===== src/rtl/layer_activation_buffer.sv =====
// Collects one layer of neuron results, requantizes each to an unsigned
// activation slot, and tracks the index of the largest raw result.
module layer_activation_buffer #(
  parameter int N_NEURONS = 10,
  parameter int WIDTH_IN  = 32,
  parameter int WIDTH_OUT = 8,
  parameter int SHIFT     = 8
) (
  input  logic                              clk,
  input  logic                              reset,
  input  logic                              layer_go,
  input  logic                              in_valid,
  input  logic signed [WIDTH_IN-1:0]        in_data,
  output logic [WIDTH_OUT*N_NEURONS-1:0]    out_data,
  output logic [$clog2(N_NEURONS)-1:0]      max_index,
  output logic                              layer_done,
  output logic                              busy
);

  localparam int CNT_W = $clog2(N_NEURONS);
  localparam logic [CNT_W-1:0] LAST_SLOT = CNT_W'(N_NEURONS - 1);
  // Largest positive activation, widened so it compares against the shifted input.
  localparam logic signed [WIDTH_IN-1:0] SAT_WIDE =
    {{(WIDTH_IN-WIDTH_OUT+1){1'b0}}, {(WIDTH_OUT-1){1'b1}}};
  localparam logic [WIDTH_OUT-1:0] SAT_Q = {1'b0, {(WIDTH_OUT-1){1'b1}}};

  typedef enum logic [1:0] {IDLE, COLLECT, DONE} state_t;

  state_t                      state_reg, state_next;
  logic [CNT_W-1:0]            count_reg;
  logic [CNT_W-1:0]            max_index_reg;
  logic signed [WIDTH_IN-1:0]  max_value_reg;
  logic [WIDTH_OUT-1:0]        slot_reg [N_NEURONS];

  logic                        start;
  logic                        accept;
  logic                        take_max;
  logic signed [WIDTH_IN-1:0]  shifted;
  logic [WIDTH_OUT-1:0]        quant;

  assign start  = (state_reg == IDLE) && layer_go;
  assign accept = (state_reg == COLLECT) && in_valid;

  always_ff @(posedge clk) begin
    if (reset) begin
      state_reg <= IDLE;
    end else begin
      state_reg <= state_next;
    end
  end

  always_comb begin
    state_next = state_reg;
    case (state_reg)
      IDLE:    if (layer_go) state_next = COLLECT;
      COLLECT: if (in_valid && count_reg == LAST_SLOT) state_next = DONE;
      DONE:    state_next = IDLE;
      default: state_next = IDLE;
    endcase
  end

  assign layer_done = (state_reg == DONE);
  assign busy       = (state_reg == COLLECT);

  // Non-positive inputs (sign bit set or exactly zero) map to zero.
  assign shifted = in_data >>> SHIFT;

  always_comb begin
    quant = '0;
    if (in_data[WIDTH_IN-1] || in_data == '0) begin
      quant = '0;
    end else if (shifted > SAT_WIDE) begin
      quant = SAT_Q;
    end else begin
      quant = shifted[WIDTH_OUT-1:0];
    end
  end

  always_ff @(posedge clk) begin
    if (reset || start) begin
      count_reg <= '0;
    end else if (accept) begin
      count_reg <= count_reg + 1'b1;
    end
  end

  // First sample always loads; later ones only on strictly greater, so ties keep the lowest index.
  assign take_max = accept && (count_reg == '0 || in_data > max_value_reg);

  always_ff @(posedge clk) begin
    if (reset || start) begin
      max_value_reg <= '0;
      max_index_reg <= '0;
    end else if (take_max) begin
      max_value_reg <= in_data;
      max_index_reg <= count_reg;
    end
  end

  assign max_index = max_index_reg;

  generate
    for (genvar gi = 0; gi < N_NEURONS; gi++) begin : g_slot
      always_ff @(posedge clk) begin
        if (reset || start) begin
          slot_reg[gi] <= '0;
        end else if (accept && count_reg == CNT_W'(gi)) begin
          slot_reg[gi] <= quant;
        end
      end
      assign out_data[gi*WIDTH_OUT +: WIDTH_OUT] = slot_reg[gi];
    end
  endgenerate

endmodule


===== config.mk =====
export PLATFORM = sky130hd
export DESIGN_NAME = layer_activation_buffer
export DESIGN_NICKNAME = d
export VERILOG_FILES = /design/src/rtl/layer_activation_buffer.sv
export SDC_FILE = /design/constraint.sdc
export NUM_CORES = 1
export LEC_CHECK = 0
export ABC_AREA = 0
export BUFFER_PORTS_ARGS = -buffer_cell sky130_fd_sc_hd__buf_2
export CAP_MARGIN = 0
export CORE_UTILIZATION = 51
export CTS_BUF_LIST = sky130_fd_sc_hd__clkbuf_8
export DETAILED_ROUTE_END_ITERATION = 7
export PLACE_DENSITY = 0.9
export SETUP_SLACK_MARGIN = 0.3
export SYNTH_ARGS = -nofsm -noshare
export SYNTH_HDL_FRONTEND = slang
export SYNTH_SLANG_ARGS = --single-unit

===== constraint.sdc =====
create_clock -name clk -period 2.3 [get_ports clk]
set_input_delay 0.345 -clock clk [delete_from_list [all_inputs] [get_ports clk]]
set_output_delay 0.345 -clock clk [all_outputs]
set_load 0.1 [all_outputs]

Word level (Yosys, flattened, before mapping) --
Memory sizes are Yosys's and may differ from the RTL's. Cells that the tools add are included.
Word-level totals: flip-flop bits (word level) 42, RAM bits 80, bits of input ports 36, output and inout bits 86, word-level logic and storage cells 99, memories 1
Memory list:
- slot_reg | words 10, bits a word 8, read ports 10, clocked after Yosys merged registers in 0, wr ports 10, RTL line 33 | logic [WIDTH_OUT-1:0] slot_reg [N_NEURONS];
Cells by class: add/subtract/negate cells 1, $lt $le $gt $ge 2, equality and inequality tests 13, multiplexer cells 47, bitwise gates (word level) 10, reduce and logical (&&, ||, !) cells 21
Operator list (count):
- 2-to-1 mux 8 bit | 12
- > comparator 32 bit | 1
- logical NOT 32 bit | 1
- 2-to-1 mux 1 bit | 32
- > comparator 24 x 8 -> 1 bit, second input constant | 1
- == test 4 x 3 -> 1 bit, second input constant | 4
- logical AND 1 bit | 14
- bitwise OR 1 bit | 10
- == test 4 x 2 -> 1 bit, second input constant | 2
- == test 4 bit, second input constant | 2
- adder 4 x 1 -> 4 bit, second input constant | 1
- == test 4 x 1 -> 1 bit, second input constant | 1
- logical NOT 4 bit | 1
- 2-to-1 mux 2 bit | 2
- one-hot mux 2 bit (2 select lines) | 1
- logical OR 1 bit | 3
- == test 2 x 1 -> 1 bit, second input constant | 1
- == test 2 bit, second input constant | 1
- logical NOT 2 bit | 1
- inequality test 2 x 1 -> 1 bit, second input constant | 1
- inequality test 2 bit, second input constant | 1
- AND reduction 2 bit | 1

Logic depth before layout (Yosys ltp) --
Gate-level depths: netlist of the first run.
depth in word-level cells 7, mapped depth 10, depth with buffers taken out 9

Worst setup path after synthesis of the first run --
No wires, ideal clock.
kind register -> register, start reg state_reg[0], end mem slot_reg[1][0], enable pin, library setup time 0.387 ns, data arrival time 3.296 ns, data required time 1.913 ns, path slack -1.383 ns, stages on the path, launching flop included 7, path buffers 2, period minus slack after synthesis 3.683 ns, path through dfxtp_1 nor2b_1 and2_1 buf_2 buf_1 nand2_1 o31ai_1
RTL lines:
- start: declaration | RTL line 29 | state_t state_reg, state_next;
- start signal: assignment | RTL line 48 | state_reg <= state_next;
- end: declaration | RTL line 33

Worst setup path after layout of the first run --
start reg max_value_reg[17], end reg max_value_reg[1]
On the way: cells in the longest elaborated chain, start to end 3
RTL lines:
- start: declaration | RTL line 32 | logic signed [WIDTH_IN-1:0] max_value_reg;
- start signal: assignment | RTL line 95 | max_value_reg <= in_data;
- > comparator 32 bit | RTL line 88 | assign take_max = accept && (count_reg == '0 || in_data > max_value_reg);
- logical OR 1 bit | RTL line 88
- logical AND 1 bit | RTL line 88
No other way between the ends. A chain may end at the register's enable or synchronous reset.

==> flow_metrics.py, run 1 <==
metrics = {
    "timing": {
        "hold_violations": 0,
        "final_max_slew_viol_count": 0,
        "skew_ps": 18.5,
        "fmax_mhz": 355,
        "setup_viol_count_final": 36,
        "max-slew-margin-rel_pct": 53.8,
        "fin_ws_ps": -518,
        "post-route-min-period_ps": 2820,
        "rsz0062_at_grt": "yes",
        "worst_pin_slew_ps": 693,
        "timing.final.crit_share_pct": 123,
    },
    "yosys": {
        "synth-main-ff-cell": "edfxtp_1",
        "ys_seq_area_share_pct": 55.2,
        "synth_warnings": 0,
        "synth.avg_cell_area_sq_um": 11.9,
        "ys_seq_elements": 122,
        "yosysTopAreaCell": "edfxtp_1",
        "yosys.cell_count.top_type": "nor2_1",
        "yosysTopAreaCellShare_pct": 40.9,
        "synth.cells.most_frequent": "nor2_1, edfxtp_1, dfxtp_1, ha_1, inv_1",
        "syn_inst": 495,
        "synth_cell_types": 49,
        "synth_edf_count": 80,
        "async_flop_share_pct": 0,
        "synth_area_sq_um": 5880,
        "ys_top_cells_by_area": "edfxtp_1, dfxtp_1, o41ai_2, ha_1, nor2_1",
    },
    "worst_setup_path": {
        "rr_startpoint": "max_value_reg[17]",
        "r2r-end": "max_value_reg[1]",
        "path_class": "register to register",
        "crit_path_end_kind": "register",
        "path_max_fanout": 8,
        "reg2regPathDepth": 11,
        "arrival_ps": 3120,
        "cp.required_ps": 2600,
        "crit_path_start_kind": "register",
        "r2r_setup_slack_ps": -520,
    },
    "global_route": {
        "grt_use_met2_pct": 69.0,
        "grt_max_degree": 39,
        "grt_overflow_total": 0,
        "antenna_found_initial": 0,
        "grt.met3_usage_pct": 9.01,
        "grt.busiest_layer": "met2",
        "grt_first_pass_wirelength_um": 33300,
        "grt.met1_usage_pct": 39.7,
        "grtUsageTotal_pct": 38.5,
        "grt_pass1_vias": 6046,
    },
    "cells_and_area": {
        "largest_reg_flops": 80,
        "seq_area_sq_um": 3260,
        "diodes": 0,
        "synthToLayoutAreaGrowth_pct": 62.2,
        "final_area_sq_um": 9540,
        "nFillCells": 446,
        "drive_above_1_share_pct": 61.5,
        "multi_input_area_sq_um": 3640,
        "finalNetCount": 822,
    },
    "clocking": {
        "cts_tree": "yes",
        "clk_latency_ps": 460,
        "cts_buffers": 17,
        "cts_max_level": 4,
        "root_buffer": "clkbuf_8",
        "clk_pin_slew_worst_paths_ps": 80,
        "cts.sinks": 122,
        "ctsHoldBuffers": 0,
        "ctsLongestPathBuffers": 2,
    },
    "power_and_ir_drop": {
        "leakage_uw": 0.00381,
        "ir_drop_mv": 0.686,
        "p_per_area_nw_per_um2": 652,
    },
    "hold_path": {
        "min_path_cells": 2,
        "hold_path_class": "input port to register",
        "worstHoldStart": "reset",
        "hold_path_end": "state_reg[0]",
    },
    "placement": {
        "dpl-instance-area_sq_um": 8320,
        "preCtsSetupSlack_ps": -652,
        "place_hpwl_um": 12500,
        "gp_congestion": 0.843,
        "io_buffers": 121,
    },
    "detailed_routing": {
        "dr.pass1.iters": 5,
        "num_vias": 5975,
        "wl_per_cell_um": 25.8,
        "drc": 0,
        "drtIter0Drc": 668,
        "wirelength_um": 23300,
        "vias_per_cell": 6.62,
        "ant_nets": 0,
    },
    "job": {
        "cap_viol_max_count": 0,
    },
    "run_status": {
        "failed_checks": "negative setup slack",
        "status": "finished, violations left",
    },
    "floorplanning": {
        "rows": 38,
        "die_y_um": 109,
        "die_area_sq_um": 12000,
        "initial_core_util_pct": 53.3,
        "core_sq_um": 11000,
        "die_w_um": 109,
        "num_io_pins": 122,
    },
}
layer usage:
| layer | wire (um) | vias to the layer above |
|---|---|---|
| met4 | 1800 | 0 |
| li1 | - | 2427 |
| met3 | 2070 | 185 |
| met2 | 11800 | 508 |
| met1 | 7560 | 2855 |
| met5 | 0 | - |
cells by family (layout without fill, tap and decap cells):
| logic type | after synthesis | count (layout) | synth area share (%) |
|---|---|---|---|
| and+or+nand+nor | 148 | 149 | 11.9 |
| DFF | 122 | 122 | 55.2 |
| AOI/OAI and AO/OA | 117 | 123 | 19.6 |
| buffers and inverters | 67 | 319 | 4.98 |
| adders and majority gates | 36 | 36 | 7.66 |
| xor gates and xnor gates | 3 | 3 | 0.447 |
| other | 1 | 10 | 0.0638 |
| muxes | 1 | 1 | 0.170 |
worst max path at each step:
| stage | from | end | cells after the start |
|---|---|---|---|
| global route | max_value_reg[11] | max_value_reg[11] | 10 |
| global placement | in_data[17] | max_value_reg[0] | 10 |
| finish | max_value_reg[17] | max_value_reg[1] | 11 |
| detailed placement | in_data[19] | max_value_reg[0] | 10 |
| CTS | max_value_reg[22] | max_value_reg[20] | 12 |
| floorplan | max_value_reg[26] | max_value_reg[14] | 10 |
worst max-delay path, stage by stage, from the launching register on:
cell and delay (ps):
dfxtp_1 320, inv_2 50, ha_4 210, a21oi_1 140
o21a_1 170, o211ai_1 110, a2111o_1 500, buf_6 160
o31a_4 380, buf_6 160, o311ai_4 310, o41ai_4 140
cell usage in the layout (no fill, tap or decap), types with 4 or more instances in the layout:
master       n
o31ai_4      4
buf_12      13
nand4_1     17
o311ai_1     4
o41ai_2     27
dfxtp_2     12
nand2_4      5
a21o_1       4
nor2_1      48
conb_1      10
buf_8        4
o211ai_1     4
nor2_2      31
buf_2      118
clkinv_4     4
edfxtp_1    80
buf_6       17
bufinv_16    4
o311ai_4    27
inv_1       23
o21ai_4     12
o41ai_4      4
buf_4       97
nand3_1     15
clkbuf_8    17
ha_4        20
a21oi_1     14
dfxtp_1     30
ha_1        16
inv_2       14
power breakdown:
group / switching (uW) / internal, uW / total [uW]
Clock: 918 / 1160 / 2080
Combinational: 1190 / 451 / 1650
Sequential: 44.4 / 2440 / 2490
what timing repair did:
item	4_1_cts	5_1_grt
setup endpoints to repair	88	125
resized for setup	62	47
pin swaps	23	19
buffers inserted	15	8
gates cloned	9	2
layout make-up:
| type | count | share of cell area [%] |
|---|---|---|
| Clock buffer | 17 | 2.45 |
| Clock inverter | 15 | 1.94 |
| Inverter | 35 | 1.40 |
| Multi-Input combinational cell | 322 | 38.2 |
| Sequential cell | 122 | 34.2 |
| Tap cell | 140 | 1.84 |
| Timing Repair Buffer | 252 | 20.0 |
metrics by stage:
step | hold WS, ps | cells | util [%] | power, uW | setup TNS [ps]
final | 147 | 903 | 86.5 | 6220 | -15560
after global routing | 150 | 903 | 86.5 | 6360 | -21890
after detailed placement | 461 | 837 | 75.4 | 3960 | -40930
after global placement | 463 | 837 | 75.4 | 3910 | -33070
after floorplan | 414 | 504 | - | 3560 | -648
after CTS | 125 | 893 | 83.8 | 6060 | -11410
Power figures use the tool's default switching activity.
==> run 2, diff against run 1 <==
--- a/config.mk
+++ b/config.mk
@@ -5,14 +5,14 @@
 export SDC_FILE = /design/constraint.sdc
 export NUM_CORES = 1
 export LEC_CHECK = 0
-export ABC_AREA = 0
 export BUFFER_PORTS_ARGS = -buffer_cell sky130_fd_sc_hd__buf_2
 export CAP_MARGIN = 0
-export CORE_UTILIZATION = 51
+export CORE_UTILIZATION = 57
 export CTS_BUF_LIST = sky130_fd_sc_hd__clkbuf_8
 export DETAILED_ROUTE_END_ITERATION = 7
-export PLACE_DENSITY = 0.9
+export PLACE_DENSITY = 0.95
 export SETUP_SLACK_MARGIN = 0.3
+export SKIP_LAST_GASP = 1
 export SYNTH_ARGS = -nofsm -noshare
 export SYNTH_HDL_FRONTEND = slang
 export SYNTH_SLANG_ARGS = --single-unit
==> constraint.sdc (replaced) <==
create_clock -name clk -period 2.6 [get_ports clk]
set_input_delay 0.39 -clock clk [delete_from_list [all_inputs] [get_ports clk]]
set_output_delay 0.39 -clock clk [all_outputs]
set_load 0.1 [all_outputs]
==> run 2 against run 1 <==
- the flow still finishes with violations (negative setup slack)
- setup slack improved by 270 ps
- first-iteration DRC count increased by 11%
- die area is 10% lower
- register-to-register slack better by 270 ps
- via count shrank 4.7%
- global-route usage decreased by 0.79 points
- critical endpoint is now max_value_reg[28]
- largest cell class is now sequential cells
==> flow_metrics.py, run 2 (synthesis results as in run 1) <==
metrics = {
    "timing": {
        "timing.final.crit_share_pct": 110,
        "post-route-min-period_ps": 2850,
        "worst_pin_slew_ps": 745,
        "hold_violations": 0,
        "skew_ps": 9.66,
        "hold_slack_ps": 258,
        "final_max_slew_viol_count": 0,
        "rsz0062_at_grt": "yes",
        "max-slew-margin-rel_pct": 50.0,
        "fmax_mhz": 351,
        "fin_ws_ps": -250,
        "setup_viol_count_final": 36,
    },
    "job": {
        "cap_viol_max_count": 0,
    },
    "hold_path": {
        "hold_path_class": "input port to register",
    },
    "worst_setup_path": {
        "path_class": "register to register",
        "crit_buf_inv": 2,
        "critPathSlowestCell": "or4_4",
        "critical_path.cell_chain": "inv_2, ha_4, nand4_1, or4_4, o21a_1, and2_4, o31a_4, buf_12, o311ai_4, o41ai_4",
        "crit_path_max_incr_delay_ps": 530,
        "crit_path_end_kind": "register",
        "arrival_ps": 3150,
        "critical_path.top_delay_family": "simple AND/OR/NAND/NOR gates",
        "crit_path_start_kind": "register",
        "path_max_fanout": 11,
        "cp.required_ps": 2900,
    },
    "cells_and_area": {
        "nFillCells": 379,
        "finalNetCount": 765,
        "synthToLayoutAreaGrowth_pct": 45.0,
        "layout_common_cells": "buf_2, edfxtp_1, nor2_1",
        "largest_reg_flops": 80,
        "final_common_cell": "buf_2",
        "drive_above_1_share_pct": 52.8,
        "diodes": 0,
    },
    "global_route": {
        "grt_pass1_vias": 5612,
        "grt_max_degree": 39,
        "grtUsageTotal_pct": 37.7,
        "grt_overflow_total": 0,
        "grt_first_pass_wirelength_um": 30900,
        "antenna_found_initial": 0,
    },
    "clocking": {
        "root_buffer": "clkbuf_8",
        "ctsLongestPathBuffers": 2,
        "clk_pin_slew_worst_paths_ps": 90,
        "cts_buffers": 17,
        "cts_max_level": 4,
        "clk_latency_ps": 430,
        "ctsHoldBuffers": 0,
        "cts.sinks": 122,
        "cts_tree": "yes",
    },
    "detailed_routing": {
        "drc": 0,
        "vias_per_cell": 6.79,
        "dr.pass1.iters": 6,
        "wl_per_cell_um": 25.5,
        "num_vias": 5696,
        "wirelength_um": 21400,
        "drtIter0Drc": 739,
        "ant_nets": 0,
    },
    "placement": {
        "place_hpwl_um": 11700,
        "io_buffers": 121,
        "gp_congestion": 0.869,
    },
    "floorplanning": {
        "num_io_pins": 122,
        "rows": 36,
        "initial_core_util_pct": 59.6,
        "die_y_um": 104,
        "die_area_sq_um": 10700,
        "core_sq_um": 9860,
        "die_w_um": 104,
    },
    "run_status": {
        "status": "finished, violations left",
        "failed_checks": "negative setup slack",
    },
    "power_and_ir_drop": {
        "leakage_uw": 0.00341,
        "total_power_uw": 5180,
        "p_per_area_nw_per_um2": 608,
        "ir_drop_mv": 0.398,
    },
}
[run 2: cell types whose count changed in the layout (fill, tap and decap cells not counted), moves of 12 or more]
| cell | previous run | this run |
|---|---|---|
| o311ai_4 | 27 | 14 |
| nor2_1 | 48 | 79 |
| o311ai_2 | 0 | 12 |
| o21ai_4 | 12 | 0 |
| buf_4 | 97 | 62 |
| nor2_2 | 31 | 1 |
[run 2: worst paths after layout]
| path | startpoint | to | slack (ps) | cells after the start |
|---|---|---|---|---|
| setup / recovery | max_value_reg[31] | max_value_reg[28] | -250 | 10 |
| hold / removal | reset | state_reg[0] | 260 | 2 |
| setup reg to reg | max_value_reg[31] | max_value_reg[28] | -250 | 10 |
| hold reg to reg | max_value_reg[6] | max_value_reg[6] | 500 | 2 |
[run 2: worst reg2reg max path, cell delays in order (launching register included)]
cell      delay (ps)
dfxtp_1          340
inv_2             80
ha_4             290
nand4_1          270
or4_4            530
o21a_1           230
and2_4           170
o31a_4           170
buf_12           190
o311ai_4         300
o41ai_4          150
[run 2: stage by stage]
stage | setup slack (ps) | utilization, % | setup TNS [ps] | instances | area (sq um)
after floorplan | 208 | - | 0 | 504 | 6470
after global placement | -143 | 77.3 | -4640 | 789 | 7620
after detailed placement | -187 | 77.3 | -9540 | 789 | 7620
after CTS | 10.0 | 84.7 | 0 | 835 | 8350
after global routing | -282 | 86.4 | -8410 | 839 | 8530
final | -250 | 86.4 | -6850 | 839 | 8530
[run 2: final cells by class]
| class | instances | area (sq um) | share of cell area, % |
|---|---|---|---|
| well taps | 133 | 166 | 1.95 |
| flip-flops and latches | 122 | 3260 | 38.2 |
| clock buffers | 17 | 234 | 2.74 |
| repair buffers | 202 | 1430 | 16.7 |
| clock inverters | 15 | 150 | 1.76 |
| inverters | 35 | 134 | 1.57 |
| multi-input cells | 315 | 3160 | 37.0 |
[run 2: timing repair]
| item | CTS | global route |
|---|---|---|
| resized for setup | 48 | 28 |
| pin swaps | 5 | 6 |
| endpoints found under the setup margin | 39 | 104 |
| setup buffers | 11 | 3 |
| gates cloned | 3 | 1 |
[run 2: metal layers]
layer  GRT usage, %  vias up  wire [um]
met5              0        -          0
met4           21.5        0       1640
met3           8.06      188       2240
met2           65.1      582      10200
met1           43.3     2645       7250
li1               -     2281          -
[run 2: report_power, final]
group / internal [uW] / switching [uW] / leakage (uW)
Combinational: 341 / 996 / 0.00201
Clock: 712 / 936 / 0.000186
Sequential: 2160 / 37.9 / 0.00121
Total: 3210 / 1970 / 0.00341
